File: src/rtl/rsa_pkg.sv
// Shared types and constants for the modular-exponentiation controller.
package rsa_pkg;

  localparam int unsigned RSA_DATA_WIDTH = 8;
  localparam logic [RSA_DATA_WIDTH-1:0] ALL_ONES = '1;

  typedef enum logic [3:0] {
    ST_IDLE      = 4'd0,
    ST_INIT_REQ  = 4'd1,
    ST_INIT_WAIT = 4'd2,
    ST_SQ_REQ    = 4'd3,
    ST_SQ_WAIT   = 4'd4,
    ST_MUL_REQ   = 4'd5,
    ST_MUL_WAIT  = 4'd6,
    ST_NEXT      = 4'd7,
    ST_DONE      = 4'd8,
    ST_ERR       = 4'd9
  } state_t;

  // Operand select for the product register feeding the core dividend.
  typedef enum logic [1:0] {
    MUL_ONE = 2'd0,
    MUL_SQ  = 2'd1,
    MUL_AM  = 2'd2
  } mul_op_t;

endpackage

File: src/rtl/rsa_mul_reg.sv
// Registered product: loads 1, acc*acc or acc*m; its output is the core dividend.
module rsa_mul_reg
  import rsa_pkg::*;
#(
  parameter int unsigned DATA_WIDTH = RSA_DATA_WIDTH
) (
  input  logic                    clk,
  input  logic                    rst,
  input  logic                    en,
  input  mul_op_t                 op,
  input  logic [DATA_WIDTH-1:0]   acc,
  input  logic [DATA_WIDTH-1:0]   m,
  output logic [2*DATA_WIDTH-1:0] prod
);

  localparam int unsigned PW = 2 * DATA_WIDTH;

  always_ff @(posedge clk or posedge rst) begin
    if (rst) begin
      prod <= '0;
    end else if (en) begin
      case (op)
        MUL_ONE: prod <= PW'(1);
        MUL_SQ:  prod <= PW'(acc) * PW'(acc);
        default: prod <= PW'(acc) * PW'(m);
      endcase
    end
  end

endmodule

File: src/rtl/rsa_modexp_ctrl.sv
// Left-to-right square-and-multiply sequencer driving an external modular-reduction core.
// Optional RSA_MODEXP_SKIP_LZ_EN: begin at the exponent's leading one and skip its redundant square.
module rsa_modexp_ctrl
  import rsa_pkg::*;
#(
  parameter int unsigned DATA_WIDTH = RSA_DATA_WIDTH
) (
  input  logic                    exp_clk,
  input  logic                    exp_rst,
  input  logic                    exp_start,
  input  logic [DATA_WIDTH-1:0]   exp_m,
  input  logic [DATA_WIDTH-1:0]   exp_e,
  input  logic [DATA_WIDTH-1:0]   exp_n,
  output logic                    exp_busy,
  output logic                    exp_done,
  output logic                    exp_err,
  output logic [DATA_WIDTH-1:0]   exp_c,
  output logic                    core_start,
  output logic [2*DATA_WIDTH-1:0] core_a,
  output logic [DATA_WIDTH-1:0]   core_b,
  input  logic                    core_done,
  input  logic                    core_err,
  input  logic [DATA_WIDTH-1:0]   core_c
);

  localparam int unsigned IDX_W = (DATA_WIDTH > 1) ? $clog2(DATA_WIDTH) : 1;

  state_t                  state_q, state_d;
  logic [DATA_WIDTH-1:0]   m_q, m_d, e_q, e_d, n_q, n_d, acc_q, acc_d;
  logic [IDX_W-1:0]        idx_q, idx_d;
  logic                    busy_d, done_d, err_d, start_d;
  logic [DATA_WIDTH-1:0]   c_d;
  logic                    mul_en;
  mul_op_t                 mul_op;

  assign core_b = n_q;

`ifdef RSA_MODEXP_SKIP_LZ_EN
  logic [IDX_W-1:0] msb_idx;

  // Position of the highest set exponent bit (0 when e is zero).
  always_comb begin
    msb_idx = '0;
    for (int unsigned i = 0; i < DATA_WIDTH; i++) begin
      if (e_q[i]) msb_idx = IDX_W'(i);
    end
  end
`endif

  rsa_mul_reg #(.DATA_WIDTH(DATA_WIDTH)) u_mul (
    .clk  (exp_clk),
    .rst  (exp_rst),
    .en   (mul_en),
    .op   (mul_op),
    .acc  (acc_q),
    .m    (m_q),
    .prod (core_a)
  );

  always_comb begin
    state_d = state_q;
    m_d     = m_q;
    e_d     = e_q;
    n_d     = n_q;
    acc_d   = acc_q;
    idx_d   = idx_q;
    busy_d  = exp_busy;
    done_d  = 1'b0;
    err_d   = exp_err;
    c_d     = exp_c;
    start_d = 1'b0;
    mul_en  = 1'b0;
    mul_op  = MUL_SQ;
    case (state_q)
      ST_IDLE: begin
        // A start coinciding with the completion pulse waits one more cycle.
        if (exp_start && !exp_done) begin
          m_d     = exp_m;
          e_d     = exp_e;
          n_d     = exp_n;
          acc_d   = '0;
          idx_d   = IDX_W'(DATA_WIDTH - 1);
          busy_d  = 1'b1;
          state_d = ST_INIT_REQ;
        end
      end
      ST_INIT_REQ: begin
        mul_en  = 1'b1;
        mul_op  = MUL_ONE;
        start_d = 1'b1;
        state_d = ST_INIT_WAIT;
      end
      ST_INIT_WAIT: begin
        if (core_done) begin
          if (core_err) begin
            state_d = ST_ERR;
          end else begin
            acc_d = core_c;
`ifdef RSA_MODEXP_SKIP_LZ_EN
            if (e_q == '0) begin
              state_d = ST_DONE;
            end else begin
              idx_d   = msb_idx;
              state_d = ST_MUL_REQ;
            end
`else
            state_d = ST_SQ_REQ;
`endif
          end
        end
      end
      ST_SQ_REQ: begin
        mul_en  = 1'b1;
        mul_op  = MUL_SQ;
        start_d = 1'b1;
        state_d = ST_SQ_WAIT;
      end
      ST_SQ_WAIT: begin
        if (core_done) begin
          acc_d   = core_c;
          state_d = e_q[idx_q] ? ST_MUL_REQ : ST_NEXT;
        end
      end
      ST_MUL_REQ: begin
        mul_en  = 1'b1;
        mul_op  = MUL_AM;
        start_d = 1'b1;
        state_d = ST_MUL_WAIT;
      end
      ST_MUL_WAIT: begin
        if (core_done) begin
          acc_d   = core_c;
          state_d = ST_NEXT;
        end
      end
      ST_NEXT: begin
        if (idx_q == '0) begin
          state_d = ST_DONE;
        end else begin
          idx_d   = idx_q - IDX_W'(1);
          state_d = ST_SQ_REQ;
        end
      end
      ST_DONE: begin
        c_d     = acc_q;
        done_d  = 1'b1;
        err_d   = 1'b0;
        busy_d  = 1'b0;
        state_d = ST_IDLE;
      end
      ST_ERR: begin
        c_d     = {DATA_WIDTH{ALL_ONES[0]}};
        done_d  = 1'b1;
        err_d   = 1'b1;
        busy_d  = 1'b0;
        state_d = ST_IDLE;
      end
      default: state_d = ST_IDLE;
    endcase
  end

  always_ff @(posedge exp_clk or posedge exp_rst) begin
    if (exp_rst) begin
      state_q    <= ST_IDLE;
      m_q        <= '0;
      e_q        <= '0;
      n_q        <= '0;
      acc_q      <= '0;
      idx_q      <= IDX_W'(DATA_WIDTH - 1);
      exp_busy   <= 1'b0;
      exp_done   <= 1'b0;
      exp_err    <= 1'b0;
      exp_c      <= '0;
      core_start <= 1'b0;
    end else begin
      state_q    <= state_d;
      m_q        <= m_d;
      e_q        <= e_d;
      n_q        <= n_d;
      acc_q      <= acc_d;
      idx_q      <= idx_d;
      exp_busy   <= busy_d;
      exp_done   <= done_d;
      exp_err    <= err_d;
      exp_c      <= c_d;
      core_start <= start_d;
    end
  end

endmodule

File: config.mk
export PLATFORM = sky130hd
export DESIGN_NAME = rsa_modexp_ctrl
export DESIGN_NICKNAME = d
export VERILOG_FILES = /design/src/rtl/rsa_pkg.sv /design/src/rtl/rsa_mul_reg.sv /design/src/rtl/rsa_modexp_ctrl.sv
export SDC_FILE = /design/constraint.sdc
export NUM_CORES = 1
export LEC_CHECK = 0
export CAP_MARGIN = 30
export CORE_MARGIN = 1.5
export CORE_UTILIZATION = 33
export DETAILED_ROUTE_END_ITERATION = 10
export HOLD_SLACK_MARGIN = 0.06
export PLACE_DENSITY_LB_ADDON = 0.12
export SYNTH_ARGS = -nofsm -noshare
export SYNTH_HDL_FRONTEND = slang
export SYNTH_SLANG_ARGS = --single-unit
export TNS_END_PERCENT = 20
File: constraint.sdc
create_clock -name exp_clk -period 10.4 [get_ports exp_clk]
set_clock_uncertainty 0.1 [all_clocks]
set_input_delay 2.08 -clock exp_clk [delete_from_list [all_inputs] [get_ports exp_clk]]
set_output_delay 2.08 -clock exp_clk [all_outputs]
set_load 0.005 [all_outputs]
==> summary.md, run 1 <==
| Metric | Value |
|---|---|
| Worst rel slew slack | `37.0%` |
| Post-synth cell types | `62` |
| Antenna violations before repair | `0` |
| Asr flop ratio synth | `100%` |
| Htree depth | `3` |
| CTS buffer count | `9` |
| Logic gate share of total power | `58.8%` |
| Post-synth EDFFs | `0` |
| VDD IR max | `0.108 mV` |
| Leak pwr | `3.82 nW` |
| TritonCTS sink count | `67` |
| Area added between synthesis and finish | `19.8%` |
| Final setup margin | `5.10 ns` |
| Util after Layout | `40.6%` |
| Number of I/O pins | `73` |
| Part of the Yosys area used for sequential elements | `25.4%` |
| Post-synthesis cell count | `710` |
| Most frequent cells in the layout | `105 x inv_1, 80 x nor2_1, 72 x clkdlybuf4s50_1` |
| Post_cts resized | `0` |
| Multi-input gate area | `0.00441 sq mm` |
| Routed WL | `15800 um` |
| Slew Viols, Final | `0` |
| Tot GR Track Use | `16.0%` |
| CTS tree | `built` |
| Root Buffer | `clkbuf_16` |
| Initial Util | `33.9%` |
| Diodes inserted | `0` |
| Hold crit path type | `reg -> reg` |
| Vias/cell | `4.85` |
| Top FF cell, synth | `dfrtp_1` |
| Setup violations, final | `0` |
| Post-DP HPWL | `12900 um` |
| Status | `finished clean` |
| Crit path capture type | `flop` |
| Die area | `0.0209 sq mm` |
| Total gr overflow | `0` |
| Fillers | `1969` |
| Pwr/cell area | `263 mW/mm^2` |
| Largest net degree at the start of global routing | `68` |
| Row cnt | `51` |
| DRT antenna net count | `0` |
| # Max-Cap Violations | `0` |
| WHS | `0.377 ns` |
| DR iter-0 viols | `227` |
| Die X-Extent | `145 um` |
| Gp weighted congestion | `0.842` |
| CP required | `10.56 ns` |
| RSZ-0062 raised after global routing | `no` |
| Core Box Area | `0.0195 sq mm` |
| Fmax | `189 MHz` |
| Worst-path fanout max | `13` |
| Hold_buf cts | `0` |
| Least-Margin Pin Slew | `0.942 ns` |
| Final worst path period need | `5.30 ns` |
| Switching share of power | `44.6%` |
| Critical path class | `reg -> reg` |
| Fin crit share | `51.0%` |
| Switching power | `0.000929 W` |
| Placed Area | `0.00759 sq mm` |
| Input/output buffers | `72` |
| Wire per inst | `15.2 um` |
| Yosys warning count | `0` |
| Layout net count | `938` |
| TNS Setup | `0 ns` |
| Int Power | `0.00115 W` |
| Count of state elements after synthesis | `67` |
| FF/Latch Area | `0.00168 sq mm` |
| Clock share of power | `16.0%` |
| Setup WS pre-CTS | `5.10 ns` |
| Critical Path AT | `5.46 ns` |
| DRC violations left | `0` |
| Ratio of cells with drive above 1 in the final layout | `5.66%` |
| Setup crit start kind | `flop` |
| Final hold violations | `0` |
| First-pass GRT wire length | `25800 um` |
| Post-CTS Setup Bufs | `0` |
| Worst skew pair latency | `0.34 ns` |
| Most common cell after layout, fill and taps aside | `inv_1` |
| Syn Nets | `876` |
| Design Area, Final | `0.00792 sq mm` |
| Vias in the first global route | `5190` |
| Longest Clk Path Bufs | `2` |
| Pre-Repair DR Iteration Count | `4` |
| Share of power burned in registers | `25.2%` |
| Synthesized area per cell | `9.31 sq um` |
| Worst-path clk slew | `0.06 ns` |
| Die height | `145 um` |
| Area of the mapped netlist | `0.00661 sq mm` |
| Vias | `5058` |
-- Yosys cell counts, drive strengths merged, types with 5 or more instances --
cell    number  area share [%]
a21o         6            0.70
a21oi       22             1.7
and2        57             5.4
buf          8            0.53
clkbuf      16             1.1
dfrtp       64              24
fa          61              18
ha          68              13
inv        107             6.1
mux2        25             4.3
nand2       42             2.4
nand3       14             1.1
nor2        81             4.6
nor2b        8            0.87
nor3         9            0.76
o21a         5            0.57
o21ai       28             2.1
xnor2       16             2.1
-- kinds of logic after synthesis --
| family | count (synthesis) | share of synthesized area, % |
|---|---|---|
| compound gates | 97 | 9.95 |
| xor+xnor | 20 | 2.65 |
| fa+ha+maj | 129 | 31.3 |
| buf+inv | 134 | 7.83 |
| flops | 67 | 25.4 |
| mux | 29 | 5.24 |
| simple gates | 234 | 17.6 |
-- path summary, 6_finish.rpt --
path / depth (start not counted) / end / startpoint / slack (ns)
max: 15 / u_mul.prod[14] / acc_q[5] / 5.10
min: 2 / u_mul.prod[9] / u_mul.prod[9] / 0.38
max reg2reg: 15 / u_mul.prod[14] / acc_q[5] / 5.10
min reg2reg: 2 / u_mul.prod[9] / u_mul.prod[9] / 0.38
max in group asynchronous: 3 / u_mul.prod[6] / exp_rst / 7.41
min in group asynchronous: 3 / core_b[7] / exp_rst / 2.21
-- per-layer routing --
| layer | share of wire [%] | GRT usage, % |
|---|---|---|
| met5 | 0 | 0 |
| met4 | 2.5 | 6.11 |
| met3 | 2.5 | 2.12 |
| met2 | 47 | 25.2 |
| met1 | 48 | 22.2 |
-- through the flow --
step / std cells / power (W)
after floorplan: 710 / 0.00134
after global placement: 1024 / 0.00174
after detailed placement: 1025 / 0.00176
after CTS: 1041 / 0.00211
after global routing: 1042 / 0.00230
final: 1042 / 0.00208
-- power by group through the flow --
stage | logic (W) | clock network, W | registers [W]
global route | 0.00139 | 0.000356 | 0.000549
CTS | 0.00124 | 0.000343 | 0.000528
floorplan | 0.000884 | 0 | 0.000452
global placement | 0.00121 | 0 | 0.000527
finish | 0.00123 | 0.000334 | 0.000526
detailed placement | 0.00123 | 0 | 0.000531
-- state kept, by name (all words and copies together), names as in the netlist --
signal,flops
e_q,8
acc_q,8
exp_err,1
core_b,8
core_start,1
idx_q,3
exp_busy,1
exp_done,1
state_q,4
u_mul.prod,16
m_q,8
exp_c,8
-- worst max-delay path, stage by stage, from the launching register on --
cell,delay (ns)
dfrtp_1,0.60
clkinv_1,0.37
nor2_1,0.30
fa_1,0.48
fa_1,0.54
inv_1,0.05
fa_1,0.50
fa_1,0.54
inv_1,0.04
ha_1,0.24
or3_1,0.38
a41oi_1,0.35
o21ai_1,0.15
nor4_1,0.29
a41oi_1,0.10
a31oi_1,0.18
-- final cells by class --
class / instances / area share, %
Multi-Input combinational cell: 509 / 55.7
Clock inverter: 7 / 1.25
Sequential cell: 67 / 21.2
Tap cell: 265 / 4.18
Inverter: 110 / 5.21
Timing Repair Buffer: 75 / 9.60
Clock buffer: 9 / 2.84
(Power assumes the default switching activity.)
==> run 2: changes to the inputs <==
==> constraint.sdc (replaced) <==
create_clock -name exp_clk -period 4.5 [get_ports exp_clk]
set_clock_uncertainty 0.1 [all_clocks]
set_input_delay 0.9 -clock exp_clk [delete_from_list [all_inputs] [get_ports exp_clk]]
set_output_delay 0.9 -clock exp_clk [all_outputs]
set_load 0.005 [all_outputs]
==> summary.md, run 2 (same netlist as run 1, synthesis figures left out) <==
| Metric | Value |
|---|---|
| Antenna violations before repair | `1 (+1)` |
| Gp weighted congestion | `0.819 (-2.7%)` |
| Slowest-stage cell, CP | `fa_1` |
| Top delay family on crit path | `adder cells` |
| CTS buffer count | `9 (unchanged)` |
| CP required | `4.62 ns (-5.94 ns)` |
| Setup WS pre-CTS | `-0.284 ns (-5.39 ns)` |
| Fin crit share | `101% (+50 points)` |
| Worst-path clk slew | `0.06 ns (about the same)` |
| Slew Viols, Final | `0 (unchanged)` |
| Die X-Extent | `145 um (unchanged)` |
| Max reg flops | `16 (unchanged)` |
| CTS tree | `built` |
| Diodes inserted | `0 (unchanged)` |
| Core Box Area | `0.0195 sq mm (unchanged)` |
| # Max-Cap Violations | `0 (unchanged)` |
| DRC violations left | `0 (unchanged)` |
| TritonCTS sink count | `67 (unchanged)` |
| Most frequent CP cell | `fa_1` |
| Critical Path AT | `4.68 ns (-0.78 ns)` |
| RSZ-0062 raised after global routing | `yes` |
| Largest Register | `u_mul.prod` |
| Crit path capture type | `flop` |
| Final worst path period need | `4.56 ns (-0.743 ns)` |
| Setup crit start kind | `flop` |
| Final setup margin | `-0.0610 ns (-5.16 ns)` |
| Vias/cell | `4.69 (-3.3%)` |
| First-pass GRT wire length | `27800 um (+7.8%)` |
| Wire per inst | `15.1 um (-0.74%)` |
| Hold_buf cts | `0 (unchanged)` |
| Most common cell after layout, fill and taps aside | `inv_1` |
| Bufs and invs on worst path | `5 (+2)` |
| Worst-path fanout max | `8 (-5)` |
| Critical path class | `reg -> reg` |
| Util after Layout | `44.7% (+4.1 points)` |
| Number of I/O pins | `73 (unchanged)` |
| Area added between synthesis and finish | `32.1%` |
| Total gr overflow | `0 (unchanged)` |
| Worst skew pair latency | `0.34 ns (about the same)` |
| Die area | `0.0209 sq mm (unchanged)` |
| Vias | `5264 (+4.1%)` |
| Fmax | `219 MHz (+16%)` |
| DR iter-0 viols | `222 (-2.2%)` |
| Initial Util | `33.9% (unchanged)` |
| Most frequent cells in the layout | `99 x inv_1, 75 x buf_4, 72 x nor2_1, 72 x clkdlybuf4s50_1` |
| Placed Area | `0.00815 sq mm (+7.3%)` |
| Input/output buffers | `72 (unchanged)` |
| Row cnt | `51 (unchanged)` |
| Longest Clk Path Bufs | `2 (unchanged)` |
| DRT antenna net count | `0 (unchanged)` |
| Final Non-Filler Cells | `1122 (+7.7%)` |
| Vias in the first global route | `5478 (+5.5%)` |
| Routed WL | `16900 um (+6.9%)` |
| Violations in the final reports | `negative setup slack` |
| Post-DP HPWL | `13800 um (+7.2%)` |
| Critical-path cell list | `buf_6, and2_4, fa_1, inv_2, fa_1, inv_1, fa_1, inv_1, fa_1, inv_2, ha_4, o21a_1, o31a_1, o31ai_4, nand2_1, a31oi_2, mux2i_1, o32a_1` |
| Critical Path Max Stage Delay | `0.53 ns (-0.07 ns)` |
| Leak pwr | `4.24 nW (+11%)` |
| Root Buffer | `clkbuf_16` |
| Largest net degree at the start of global routing | `25 (-63%)` |
| Pre-Repair DR Iteration Count | `4 (unchanged)` |
| Tot GR Track Use | `17.3% (+1.3 points)` |
| VDD IR max | `0.291 mV (+170%)` |
| Status | `finished with violations` |
| Hold crit path type | `reg -> reg` |
| Worst rel slew slack | `44.8% (+7.8 points)` |
| Design Area, Final | `0.00873 sq mm (+10%)` |
| Ratio of cells with drive above 1 in the final layout | `19.0% (+13 points)` |
| Setup violations, final | `4 (+4)` |
| Pwr/cell area | `612 mW/mm^2 (+130%)` |
| Cell total after placement | `1095 (+6.8%)` |
| Final hold violations | `0 (unchanged)` |
| Layout net count | `1018 (+8.5%)` |
| Htree depth | `3 (unchanged)` |
| Least-Margin Pin Slew | `0.823 ns (-0.119 ns)` |
| Die height | `145 um (unchanged)` |
## run 2: cell types whose count changed in the layout (fill, tap and decap cells not counted), sizes merged
cell      delta
buf         +80
clkinvlp     +1
bufinv       -1
inv          -1
clkinv       +1
## run 2: through the flow
stage	total power (W)	hold WS, ns	TNS, ns
after floorplan	0.00309	0.359	-0.0106
after global placement	0.00436	0.373	-0.893
after detailed placement	0.00440	0.379	-0.998
after CTS	0.00538	0.389	-0.0892
after global routing	0.00588	0.411	-1.42
final	0.00534	0.388	-0.114
## run 2: area by class of cell
class / count / area, sq um
clock buffer: 9 / 225
clock inverter: 7 / 76.3
fill: 1910 / 10800
inverter: 110 / 419
multi-input combinational: 509 / 4590
sequential: 67 / 1680
tap: 265 / 332
timing repair buffer: 155 / 1400
## run 2: report_power, final
| group | internal (W) | switching (W) |
|---|---|---|
| combinational | 0.00175 | 0.00175 |
| sequential | 0.000870 | 0.000255 |
| clock | 0.000431 | 0.000287 |
## run 2: repair_timing
action | 4_1_cts | 5_1_grt
gates resized for setup | 43 | 5
endpoints found under the setup margin | 7 | 9
setup buffers | 10 | 0
pin swaps | 24 | 3
## run 2: metal layers
metal / GRT usage [%] / vias up / part of all wire, %
li1: - / 2596 / -
met1: 23.1 / 2590 / 47
met2: 29.0 / 60 / 49
met3: 2.35 / 16 / 2.7
met4: 5.32 / 2 / 1.3
met5: 0 / - / 0.24
## run 2: path summary, 6_finish.rpt
kind                               startpoint             end  slack [ns]  cells past startpoint
worst max register to register       acc_q[3]  u_mul.prod[15]       -0.06                     18
max in group asynchronous             exp_rst  u_mul.prod[14]        2.70                      3
worst min register to register  u_mul.prod[6]   u_mul.prod[6]        0.39                      2
worst max-delay path                 acc_q[3]  u_mul.prod[15]       -0.06                     18
min in group asynchronous             exp_rst       core_b[7]        0.86                      2
worst min-delay path            u_mul.prod[6]   u_mul.prod[6]        0.39                      2
## run 2: worst min-delay path: cells and delay by family (launching register included)
kind,cells,cell delay [ns]
AOI/OAI and AO/OA,1,0.06
DFF,1,0.35
and+or+nand+nor,1,0.05
==> RTL edit (config.mk and constraints of run 2) <==
Re-encode `state_t` (10 states) as one-hot, 10 bits wide.
--- a/src/rtl/rsa_pkg.sv
+++ b/src/rtl/rsa_pkg.sv
@@ -4,17 +4,17 @@
   localparam int unsigned RSA_DATA_WIDTH = 8;
   localparam logic [RSA_DATA_WIDTH-1:0] ALL_ONES = '1;
 
-  typedef enum logic [3:0] {
-    ST_IDLE      = 4'd0,
-    ST_INIT_REQ  = 4'd1,
-    ST_INIT_WAIT = 4'd2,
-    ST_SQ_REQ    = 4'd3,
-    ST_SQ_WAIT   = 4'd4,
-    ST_MUL_REQ   = 4'd5,
-    ST_MUL_WAIT  = 4'd6,
-    ST_NEXT      = 4'd7,
-    ST_DONE      = 4'd8,
-    ST_ERR       = 4'd9
+  typedef enum logic [9:0] {
+    ST_IDLE      = 10'b0000000001,
+    ST_INIT_REQ  = 10'b0000000010,
+    ST_INIT_WAIT = 10'b0000000100,
+    ST_SQ_REQ    = 10'b0000001000,
+    ST_SQ_WAIT   = 10'b0000010000,
+    ST_MUL_REQ   = 10'b0000100000,
+    ST_MUL_WAIT  = 10'b0001000000,
+    ST_NEXT      = 10'b0010000000,
+    ST_DONE      = 10'b0100000000,
+    ST_ERR       = 10'b1000000000
   } state_t;
 
   // Operand select for the product register feeding the core dividend.
Behaviour: same outputs for any inputs over 4 cycles, from zero or initial values and one cycle with exp_rst high; so few cycles prove little.
==> RTL edit against run 2 <==
First-iteration DRC count is 9.9% higher. Routed wire length grew 3.1%. Maximum frequency rose by 2.1%. Worst setup slack improved by 0.092 ns. Sequential share of layout area rose by 1.2 points. Sequential cell count up 6. Non-clock buffer count fell by 8. Design area increased by 2.7%. Die area up 6.5%. Synthesized area up 6.7%. Critical path type unchanged.
Power is not compared: it rests on default switching activity, and its combinational part moved more than twofold at a synthesized area within 25%.
==> RTL edit: results (changes against run 2) <==
status finished clean; clk buf depth 2 (unchanged); area leader, netlist dfrtp_1; synth unique cells 68 (+9.7%); met1 Track Usage GR 24.2% (+1.0 points); antenna diode count 0 (unchanged); CP Launch Point acc_q[5]; CTS buffer count 9 (unchanged); Layout area overhead 27.1%; Cells on Worst Hold Path 2 (unchanged); syn nets 950 (+8.4%); initial antenna violation count 0 (-1); Synth area leaders dfrtp_1, fa_1, ha_1; fin cells 1194 (+6.4%); via count 5536 (+5.2%); worst setup path class reg -> reg; vias in the first global route 5722 (+4.5%); gr usage total 17.2% (-0.088 points); CP max stage delay 0.55 ns (+0.02 ns); final period utilization 99.3% (-2.0 points); worst slack, placed -0.173 ns (+0.111 ns); layout cells sized above 1 14.4% (-4.7 points); worst ir drop on vdd 0.327 mV; hpwl dp 14300 um (+3.7%); crit path max-delay cell type fa_1; sequential share of the synthesized area 26.0% (+0.56 points); WL per Instance 14.6 um (-3.1%); 1st-iter DRT viols 244 (+9.9%); reg2reg path depth 17 (-1); Post-Syn Area per Cell 9.00 um^2 (-3.4%); CP arrival 4.58 ns (-0.10 ns); Ys Warns 0 (unchanged); R2R Setup Slk 0.03 ns (+0.09 ns); grt met2 use 27.5% (-1.5 points); FF-to-FF End u_mul.prod[15]; Final GP Congestion 0.810 (-1.2%); routing usage on met3 3.12% (+0.77 points); synth cell count leaders nand2_1, inv_1, dfrtp_1; Sw Share 39.1%; Final #Nets 1080 (+6.1%); Biggest register u_mul.prod; Worst Path Max Fanout 6 (-2); pin count of the biggest net entering global routing 45 (+80%); Post-DP Area 0.00858 mm^2 (+5.3%); first-pass GRT wire length 29500 um (+6.2%); Worst Tran Pin Value 0.936 ns (+0.113 ns)
-- RTL edit: how the worst min path moves through the flow --
stage | startpoint | slack (ns) | endpoint
after floorplan | e_q[2] | 0.33 | e_q[2]
after global placement | core_b[2] | 0.35 | core_b[2]
after detailed placement | core_b[6] | 0.35 | core_b[6]
after CTS | core_b[6] | 0.37 | core_b[6]
after global routing | core_b[6] | 0.40 | core_b[6]
final | e_q[3] | 0.37 | e_q[3]
-- RTL edit: power groups by stage --
| stage | sequential, mW | clock, mW | combinational [mW] |
|---|---|---|---|
| floorplan | 0.992 | 0 | 0.914 |
| global placement | 1.05 | 0 | 1.55 |
| detailed placement | 1.04 | 0 | 1.57 |
| CTS | 1.04 | 0.792 | 1.58 |
| global route | 1.06 | 0.821 | 1.77 |
| finish | 1.03 | 0.771 | 1.56 |
-- RTL edit: layer usage --
metal	wire length, um	vias up
met4	220	0
met2	7860	87
li1	-	2797
met5	0	-
met1	8750	2639
met3	627	13
-- RTL edit: layout make-up --
cell class	count	area [um^2]
well taps	275	344
multi-input cells	568	4720
clock buffers	9	225
inverters	115	433
flip-flops and latches	73	1840
repair buffers	147	1320
clock inverters	7	86.3
fillers	2117	12100
-- RTL edit: kinds of logic after synthesis --
kind of cell | synth area share (%)
buf+inv | 8.21
compound gates | 9.70
flops | 26.0
xor+xnor | 3.48
simple gates | 20.6
fa+ha+maj | 29.4
mux | 2.66
-- RTL edit: stage by stage --
stage | utilization, % | TNS (ns)
CTS | 42.5 | -0.00828
global placement | 40.8 | -0.0993
global route | 42.7 | -0.982
detailed placement | 40.8 | -0.377
floorplan | - | 0
finish | 42.7 | 0
-- RTL edit: what timing repair did --
| action | CTS | global route |
|---|---|---|
| pin swaps | 3 | 3 |
| resized for setup | 9 | 12 |
| setup endpoints to repair | 7 | 8 |
| buffers inserted | 1 | 0 |
